## src/rtl/uart_pkg.sv

```systemverilog
// uart_pkg: shared UART types and default parameters
package uart_pkg;
  localparam int UART_OVERSAMPLE_DEF = 16;
  localparam int UART_DATA_W_MAX_DEF = 9;
  typedef enum logic [2:0] {PAR_NONE, PAR_EVEN, PAR_ODD, PAR_MARK, PAR_SPACE} uart_parity_t;
  typedef enum logic [2:0] {RX_IDLE, RX_START, RX_DATA, RX_PARITY, RX_STOP, RX_BRK_WAIT} uart_rx_state_t;
endpackage

```

## src/rtl/uart_os_tick_gen.sv

```systemverilog
// uart_os_tick_gen: baud prescaler and oversample-tick counter with vote/bit-end strobes
module uart_os_tick_gen
  import uart_pkg::*;
#(
  parameter int OVERSAMPLE = UART_OVERSAMPLE_DEF,
  parameter int BAUD_DIV_W = 16
) (
  input  logic                  clk_i,
  input  logic                  rstn_i,
  input  logic                  clr_i,
  input  logic                  run_i,
  input  logic [BAUD_DIV_W-1:0] div_i,
  output logic                  tick_o,
  output logic                  vote_o,
  output logic                  bit_end_o
);
  localparam int CW = $clog2(OVERSAMPLE);
  logic [BAUD_DIV_W-1:0] pre, lim;
  logic [CW-1:0] cnt;
  assign lim = div_i == '0 ? BAUD_DIV_W'(1) : div_i;
  assign tick_o = run_i && pre == lim - BAUD_DIV_W'(1);
  assign vote_o = tick_o && cnt == CW'(OVERSAMPLE / 2 + 1);
  assign bit_end_o = tick_o && cnt == CW'(OVERSAMPLE - 1);
  always_ff @(posedge clk_i) begin
    if (!rstn_i || clr_i) begin
      pre <= '0;
      cnt <= '0;
    end else if (run_i) begin
      pre <= tick_o ? '0 : pre + BAUD_DIV_W'(1);
      if (tick_o) cnt <= cnt == CW'(OVERSAMPLE - 1) ? '0 : cnt + CW'(1);
    end
  end
endmodule

```

## src/rtl/uart_rx_core.sv

```systemverilog
// uart_rx_core: configurable oversampling UART receiver with valid/ready output
module uart_rx_core
  import uart_pkg::*;
#(
  parameter int DATA_W_MAX = UART_DATA_W_MAX_DEF,
  parameter int OVERSAMPLE = UART_OVERSAMPLE_DEF,
  parameter int BAUD_DIV_W = 16
) (
  input  logic                  clk_i,
  input  logic                  rstn_i,
  input  logic                  cfg_en_i,
  input  logic [BAUD_DIV_W-1:0] cfg_baud_div_i,
  input  logic [3:0]            cfg_data_bits_i,
  input  logic [2:0]            cfg_parity_i,
  input  logic                  cfg_stop2_i,
  input  logic                  rx_i,
  output logic [DATA_W_MAX-1:0] rx_data_o,
  output logic                  rx_valid_o,
  input  logic                  rx_ready_i,
  output logic                  rx_parity_err_o,
  output logic                  rx_frame_err_o,
  output logic                  overrun_o,
  output logic                  break_o,
  output logic                  busy_o
);
  uart_rx_state_t state, nxt;
  uart_parity_t par;
  logic s1, s2, s3, v, start, tick, vote_pt, bit_end, last_data, last_stop, brk, done;
  logic stop2, dpar, pexp, perr, ferr, zero;
  logic [1:0] hist;
  logic [3:0] nb, bcnt;
  logic [BAUD_DIV_W-1:0] div;
  logic [DATA_W_MAX-1:0] sh;
  assign v = (hist[1] & hist[0]) | (hist[1] & s2) | (hist[0] & s2);
  assign start = cfg_en_i && state == RX_IDLE && s3 && !s2;
  assign pexp = par == PAR_EVEN ? dpar : par == PAR_ODD ? !dpar : par == PAR_MARK;
  uart_os_tick_gen #(.OVERSAMPLE(OVERSAMPLE), .BAUD_DIV_W(BAUD_DIV_W)) u_tick (
    .clk_i    (clk_i),
    .rstn_i   (rstn_i),
    .clr_i    (start),
    .run_i    (state != RX_IDLE),
    .div_i    (div),
    .tick_o   (tick),
    .vote_o   (vote_pt),
    .bit_end_o(bit_end)
  );
  always_ff @(posedge clk_i) begin
    if (!rstn_i) state <= RX_IDLE;
    else state <= nxt;
  end
  always_comb begin
    nxt = state;
    if (!cfg_en_i) nxt = RX_IDLE;
    else
      case (state)
        RX_IDLE:     nxt = start ? RX_START : RX_IDLE;
        RX_START:    nxt = vote_pt && v ? RX_IDLE : bit_end ? RX_DATA : RX_START;
        RX_DATA:     nxt = bit_end && last_data ? (par == PAR_NONE ? RX_STOP : RX_PARITY) : RX_DATA;
        RX_PARITY:   nxt = bit_end ? RX_STOP : RX_PARITY;
        RX_STOP:     nxt = brk ? RX_BRK_WAIT : done ? RX_IDLE : RX_STOP;
        RX_BRK_WAIT: nxt = s2 ? RX_IDLE : RX_BRK_WAIT;
        default:     nxt = RX_IDLE;
      endcase
  end
  always_comb begin
    busy_o = state != RX_IDLE;
    last_data = bcnt == nb - 4'd1;
    last_stop = bcnt == {3'd0, stop2};
    brk = cfg_en_i && state == RX_STOP && vote_pt && bcnt == 4'd0 && zero && !v;
    done = cfg_en_i && state == RX_STOP && vote_pt && last_stop && !brk;
  end
  always_ff @(posedge clk_i) begin
    if (!rstn_i) begin
      {s1, s2, s3} <= 3'b111;
      hist <= 2'b11;
      div <= '0;
      nb <= 4'd5;
      par <= PAR_NONE;
      stop2 <= 1'b0;
      bcnt <= '0;
      sh <= '0;
      dpar <= 1'b0;
      perr <= 1'b0;
      ferr <= 1'b0;
      zero <= 1'b0;
      rx_data_o <= '0;
      rx_valid_o <= 1'b0;
      rx_parity_err_o <= 1'b0;
      rx_frame_err_o <= 1'b0;
      overrun_o <= 1'b0;
      break_o <= 1'b0;
    end else begin
      {s1, s2, s3} <= {rx_i, s1, s2};
      if (tick) hist <= {hist[0], s2};
      if (start) begin
        div <= cfg_baud_div_i;
        nb <= cfg_data_bits_i < 4'd5 ? 4'd5 : cfg_data_bits_i > 4'(DATA_W_MAX) ? 4'(DATA_W_MAX) : cfg_data_bits_i;
        par <= cfg_parity_i > 3'(PAR_SPACE) ? PAR_NONE : uart_parity_t'(cfg_parity_i);
        stop2 <= cfg_stop2_i;
        bcnt <= '0;
        sh <= '0;
        dpar <= 1'b0;
        perr <= 1'b0;
        ferr <= 1'b0;
        zero <= 1'b1;
      end
      if (vote_pt && state == RX_DATA) begin
        sh[bcnt] <= v;
        dpar <= dpar ^ v;
        zero <= zero & !v;
      end
      if (vote_pt && state == RX_PARITY) begin
        perr <= v != pexp;
        zero <= zero & !v;
      end
      if (vote_pt && state == RX_STOP) ferr <= ferr | !v;
      if (bit_end && (state == RX_DATA || state == RX_STOP))
        bcnt <= state == RX_DATA && last_data ? 4'd0 : bcnt + 4'd1;
      overrun_o <= done && rx_valid_o && !rx_ready_i;
      break_o <= brk;
      if (done && (!rx_valid_o || rx_ready_i)) begin
        rx_data_o <= sh;
        rx_parity_err_o <= perr;
        rx_frame_err_o <= ferr | !v;
        rx_valid_o <= 1'b1;
      end else if (rx_valid_o && rx_ready_i) rx_valid_o <= 1'b0;
    end
  end
endmodule
```

## config.mk

```make
export PLATFORM = sky130hd
export DESIGN_NAME = uart_rx_core
export DESIGN_NICKNAME = d
export VERILOG_FILES = /design/src/rtl/uart_pkg.sv /design/src/rtl/uart_os_tick_gen.sv /design/src/rtl/uart_rx_core.sv
export SDC_FILE = /design/constraint.sdc
export NUM_CORES = 1
export LEC_CHECK = 0
export CORE_UTILIZATION = 28
export DETAILED_ROUTE_END_ITERATION = 8
export GPL_ROUTABILITY_DRIVEN = 0
export GPL_TIMING_DRIVEN = 0
export PLACE_DENSITY = 0.45
export SETUP_SLACK_MARGIN = 0.15
export SLEW_MARGIN = 20
export SYNTH_ARGS = -nofsm -noshare
export SYNTH_HDL_FRONTEND = slang
export SYNTH_SLANG_ARGS = --single-unit
```

## constraint.sdc

```tcl
create_clock -name clk_i -period 4.65 [get_ports clk_i]
set_input_delay 1.395 -clock clk_i [delete_from_list [all_inputs] [get_ports clk_i]]
set_output_delay 1.395 -clock clk_i [all_outputs]
set_load 0.01 [all_outputs]
```

==> out/metrics.csv, run 1 <==
metric;value;unit
biggest area consumer among synthesized cells;dfxtp_1;
CTS buffer count;9;
WL per Instance;15.2;microns
initial antenna violation count;0;
first-pass GRT wire length;19.3;mm
library cells used by synthesis;59;
number of synthesized flops with an enable pin;0;
grt total ovfl;0;
max-cap viol count;0;
Synth top area share;38.0;%
#FFs+latches synth;83;
layout cells sized above 1;5.81;%
dpl cells;757;
Tmin final;4060;ps
peak supply drop;0.175;mV
Post-synth ARST share;0;%
I/O pins;44;
# rows;45;
final-report max-slew violation count;0;
largest net degree at the start of global routing;17;
worst hold margin;416;ps
Fillers;1627;
worst slew pin tran;734;ps
CP arrival;4270;ps
vias in the first global route;3692;
clk sinks;83;
prevailing post-synth register cell;dfxtp_1;
Port-buffer cells;43;
Core Util, Final;35.3;%
number of DRC markers in iteration 0;197;
Leakage Power;2.02;nW
Clock Path Buffers;2;
Non-Filler Instances;773;
final hold violations;0;
dpl hpwl;8.95;mm
die width;127;microns
Worst EP required;4870;ps
clock-pin transition on the worst setup and hold timing paths;60;ps
# hold bufs at CTS;0;
worst setup path class;reg -> reg;
Setup TNS Final;0;ps
Via-to-Cell Ratio;4.98;
Tcrit/Tclk final;87.2;%
Die Height;127;microns
Final Setup Violations;0;
Crit Path Max Fanout;7;
status;finished, final reports clean;
CTS tree;done;
Synth Cell Area;4370;sq um
startpoint types;flop;
Initial Util;28.8;%
post-synthesis net count;564;
top post-synthesis cells by area;dfxtp_1 38%, nand2_1 7.0%, mux2i_1 6.2%, nor2_1 4.6%, xnor2_1 4.2%;
Setup Slack @ Placement;605;ps
setup bufs post-CTS;0;
H-Tree Depth;3;
Layout area overhead;22.8;%
Slew HR;50.7;%
PD cells;315;nW/um^2
YS warnings;0;
register area share after synthesis;38.0;%
Hold Crit Class;reg -> reg;
n_diodes;0;
Setup crit end kind;flop;
fin nets;618;
post-CTS sizing;0;
Mapped Avg Cell Area;8.31;sq um
Final ANT Viol Nets;0;
clock latency on the worst-skew pair;350;ps
final instance area;5370;sq um
Routed WL;11.7;mm
DR pass1 iterations;4;
final setup margin;594;ps
Die ar.;16100;sq um
Post-route DRC;0;
clk root buf;clkbuf_16;
final total power;1.69;mW
f_max;247;MHz
via count;3850;
gr usage total;15.6;%
placed cell area;5040;sq um
core area;15200;sq um
RSZ-0062 raised after global routing;no;
Worst Skew;8.36;ps
synthesized netlist cell count;526;
-- metal layers --
metal | track usage, % | up-vias | part of all wire, %
met4 | 4.97 | 0 | 1.4
met2 | 24.4 | 74 | 45
li1 | - | 1965 | -
met1 | 20.7 | 1800 | 49
met3 | 4.26 | 11 | 4.6
met5 | 0 | - | 0
-- flip-flops by register name, summed over array words and instances, names as in the netlist, 4 cells and up --
register    cells
bcnt            4
div            16
nb              4
rx_data_o       9
sh              9
u_tick.cnt      4
u_tick.pre     16
-- final cells by class --
class	count	area (sq um)	area share (%)
Multi-Input combinational cell	406	2560	47.6
Clock inverter	7	106	1.98
Sequential cell	83	1660	30.9
Clock buffer	9	225	4.19
Tap cell	188	235	4.38
Timing Repair Buffer	43	430	8.02
Inverter	14	52.6	0.979
Buffer	23	100	1.86
-- power by group --
part	internal (mW)	switching (mW)	total [mW]
logic	0.0709	0.0931	0.164
registers	0.716	0.00752	0.724
clock network	0.480	0.321	0.801
-- cell usage in the layout, fill, tap and decap left out, types with 3 or more instances in the layout --
cell type and instances:
clkbuf_1 17, buf_2 5, nor3_1 17, clkbuf_16 9, nand4b_1 3, inv_1 14
dfxtp_1 83, o31ai_1 4, nand2_1 81, nor4_1 8, or3_1 5, a21o_1 3
nand3b_1 4, xnor2_1 21, and3_1 8, ha_1 9, or4_1 3, nor3b_1 4
o21ai_0 7, nor2b_1 9, nand4_1 15, nand3_1 20, clkdlybuf4s50_1 43, mux2i_1 27
a21oi_1 31, nor2_1 54, nand2b_1 7, xor2_1 21, a211oi_1 3
-- worst paths after layout --
kind | slack [ps] | from | cells past startpoint | endpoint
max | 590 | div[4] | 12 | bcnt[0]
min | 420 | s1 | 1 | s2
max reg2reg | 590 | div[4] | 12 | bcnt[0]
min reg2reg | 420 | s1 | 1 | s2
-- synth_stat cells (3+ instances only) --
master / count
ha_1: 9
nor4_1: 8
or3_1: 5
nor3b_1: 4
mux2i_1: 27
nand3b_1: 4
nor3_1: 17
xnor2_1: 21
or4_1: 3
a211oi_1: 3
xor2_1: 21
o21ai_0: 7
buf_2: 5
nor2b_1: 9
o31ai_1: 4
nand3_1: 20
nand4b_1: 3
nand2_1: 81
a21oi_1: 31
a21o_1: 3
nand4_1: 15
and3_1: 8
dfxtp_1: 83
clkbuf_1: 17
nor2_1: 54
inv_1: 14
nand2b_1: 7
-- worst max-delay path, cell delays in order, from the launching register on --
cell and delay (ps):
dfxtp_1 500, or4_4 240, nor2_1 60, a31oi_1 290
ha_1 240, or3b_1 440, or4_1 490, o21ai_0 160
nand3_1 220, or4_1 500, buf_2 190, o41ai_4 460
mux2i_1 130
-- kinds of logic after synthesis --
kind of cell | count (synthesis) | synth area share (%)
simple gates | 254 | 29.9
flops | 83 | 38.0
compound gates | 73 | 11.2
xor+xnor | 42 | 8.41
buf+inv | 37 | 3.49
mux | 27 | 6.18
fa+ha+maj | 10 | 2.80
No activity file was read; power rests on OpenSTA's default activity.
==> run 2: changes to the inputs <==
--- a/config.mk
+++ b/config.mk
@@ -5,6 +5,7 @@
 export SDC_FILE = /design/constraint.sdc
 export NUM_CORES = 1
 export LEC_CHECK = 0
+export ABC_AREA = 1
 export CORE_UTILIZATION = 28
 export DETAILED_ROUTE_END_ITERATION = 8
 export GPL_ROUTABILITY_DRIVEN = 0
==> run 2 against run 1 <==
  * Area after synthesis grew 13%
  * Sequential share of layout area decreased by 3.2 points
  * Combinational power up 95%
  * First-iteration DRC count up 7.6%
  * Register-to-register slack gained 780 ps
  * Non-clock buffer count fell by 1
  * Critical path type is now in -> reg
  * Critical endpoint is now u_tick.pre[12]
==> out/metrics.csv, run 2 <==
metric;value;unit
core area;17200;sq um
final-report max-slew violation count;0;
clock-pin transition on the worst setup and hold timing paths;70;ps
peak supply drop;0.177;mV
synthesized netlist cell count;694;
Tmin final;3510;ps
vias in the first global route;4351;
number of DRC markers in iteration 0;212;
M2 GR Usage;24.4;%
clock latency on the worst-skew pair;340;ps
number of synthesized flops with an enable pin;0;
first-pass GRT wire length;22.4;mm
Fillers;1840;
status;finished, final reports clean;
Slew HR;52.2;%
gr busiest metal;met2;
Worst Skew;9.73;ps
xor/xnor share of the synthesized area;6.12;%
multi-input logic area;2830;sq um
YS warnings;0;
DR pass1 iterations;7;
post-synthesis net count;732;
Port-buffer cells;43;
Die ar.;18100;sq um
register area share after synthesis;33.7;%
Layout area overhead;21.5;%
met1 Resource Use GR;22.4;%
Via-to-Cell Ratio;4.66;
Post-route DRC;0;
Synth top area share;33.7;%
Simple-Gate Fraction of Synth Area;39.0;%
# hold bufs at CTS;0;
area fraction in compound gates after synthesis;9.90;%
CTS tree;done;
H-Tree Depth;3;
post-synthesis mux area share;0;%
Tcrit/Tclk final;75.5;%
largest net degree at the start of global routing;15;
setup bufs post-CTS;0;
layout cells sized above 1;11.0;%
fraction of the mapped netlist area in adder cells;2.28;%
clk root buf;clkbuf_16;
Reg area;1660;sq um
GRT met3 Usage;3.42;%
grt total ovfl;0;
worst slew pin tran;715;ps
#FFs+latches synth;83;
biggest area consumer among synthesized cells;dfxtp_1;
worst setup path class;in -> reg;
CTS buffer count;9;
final setup margin;1140;ps
Setup crit end kind;flop;
# rows;48;
Post-synth ARST share;0;%
gr usage total;15.9;%
Worst EP required;4910;ps
initial antenna violation count;0;
commonest cells in the netlist;119 x nand2_1, 104 x nor2_1, 83 x dfxtp_1;
RSZ-0062 raised after global routing;no;
PD cells;313;nW/um^2
Clock Path Buffers;2;
largest family of logic cells by synthesized area;simple AND/OR/NAND/NOR gates;
top post-synthesis cells by area;dfxtp_1 34%, nand2_1 9.1%, nor2_1 7.9%, inv_1 6.2%, nand3_1 5.2%;
Hold Crit Class;reg -> reg;
final hold violations;0;
commonest non-fill, non-tap cell in the layout;nand2_1;
Die Height;135;microns
Crit Path Max Fanout;10;
clk sinks;83;
fin nets;786;
die width;135;microns
I/O pins;44;
most frequent cell after synthesis;nand2_1;
Synth Cell Area;4930;sq um
CP arrival;3770;ps
Final Setup Violations;0;
Mapped Avg Cell Area;7.10;sq um
n_diodes;0;
Leakage Power;2.48;nW
Largest regs;div (16), u_tick.pre (16);
post-CTS sizing;0;
dpl hpwl;10.7;mm
Routed WL;13.5;mm
Final ANT Viol Nets;0;
Setup TNS Final;0;ps
Setup Slack @ Placement;818;ps
via count;4561;
prevailing post-synth register cell;dfxtp_1;
max-cap viol count;0;
final total power;1.88;mW
WL per Instance;13.8;microns
startpoint types;input port;
most frequent cells in the layout;119 x nand2_1, 104 x nor2_1, 83 x dfxtp_1;
Initial Util;28.6;%
f_max;285;MHz
library cells used by synthesis;52;
## run 2: final timing paths
path	depth (start not counted)	from	endpoint	slack [ps]
setup / recovery	7	cfg_en_i	u_tick.pre[12]	1140
hold / removal	1	s1	s2	420
setup reg to reg	19	div[4]	u_tick.pre[12]	1370
hold reg to reg	1	s1	s2	420
## run 2: layout make-up
| class | instances | share of cell area (%) |
|---|---|---|
| Buffer | 22 | 1.84 |
| Clock buffer | 12 | 4.45 |
| Clock inverter | 4 | 1.34 |
| Inverter | 88 | 5.54 |
| Multi-Input combinational cell | 501 | 47.2 |
| Sequential cell | 83 | 27.8 |
| Tap cell | 225 | 4.70 |
| Timing Repair Buffer | 43 | 7.19 |
## run 2: metrics by stage
| step | hold WS [ps] | instances | util, % | cell area [sq um] |
|---|---|---|---|---|
| 4_1_cts | 423 | 978 | 34.7 | 5990 |
| 6_report | 418 | 978 | 34.7 | 5990 |
| 2_1_floorplan | 393 | 694 | - | 4930 |
| 3_5_place_dp | 407 | 962 | 32.7 | 5640 |
| 3_3_place_gp | 401 | 962 | 32.7 | 5640 |
| 5_1_grt | 446 | 978 | 34.7 | 5990 |
## run 2: cell families (layout without fill, tap and decap cells)
kind of cell    count (synthesis)  in the layout
xor+xnor                       32             32
simple gates                  375            375
flops                          83             83
compound gates                 85             85
buf+inv                       110            169
fa+ha+maj                       9              9
## run 2: report_power, final
part	internal (mW)	switching, mW	leakage, nW	total [mW]
clock network	0.520	0.308	0.171	0.827
registers	0.719	0.0106	0.671	0.730
logic	0.121	0.199	1.63	0.319
## run 2: worst max-delay path, cell delays in order
cell             delay [ps]
clkdlybuf4s50_1         570
nand4_1                 270
inv_1                   140
nor2_1                  570
nand2_1                 350
buf_2                   280
nor3b_1                 190
## run 2: layer usage
metal  vias up  share of wire [%]
met3        12                3.4
met4         0                1.6
met5         -                  0
li1       2365                  -
met1      2118                 52
met2        66                 43
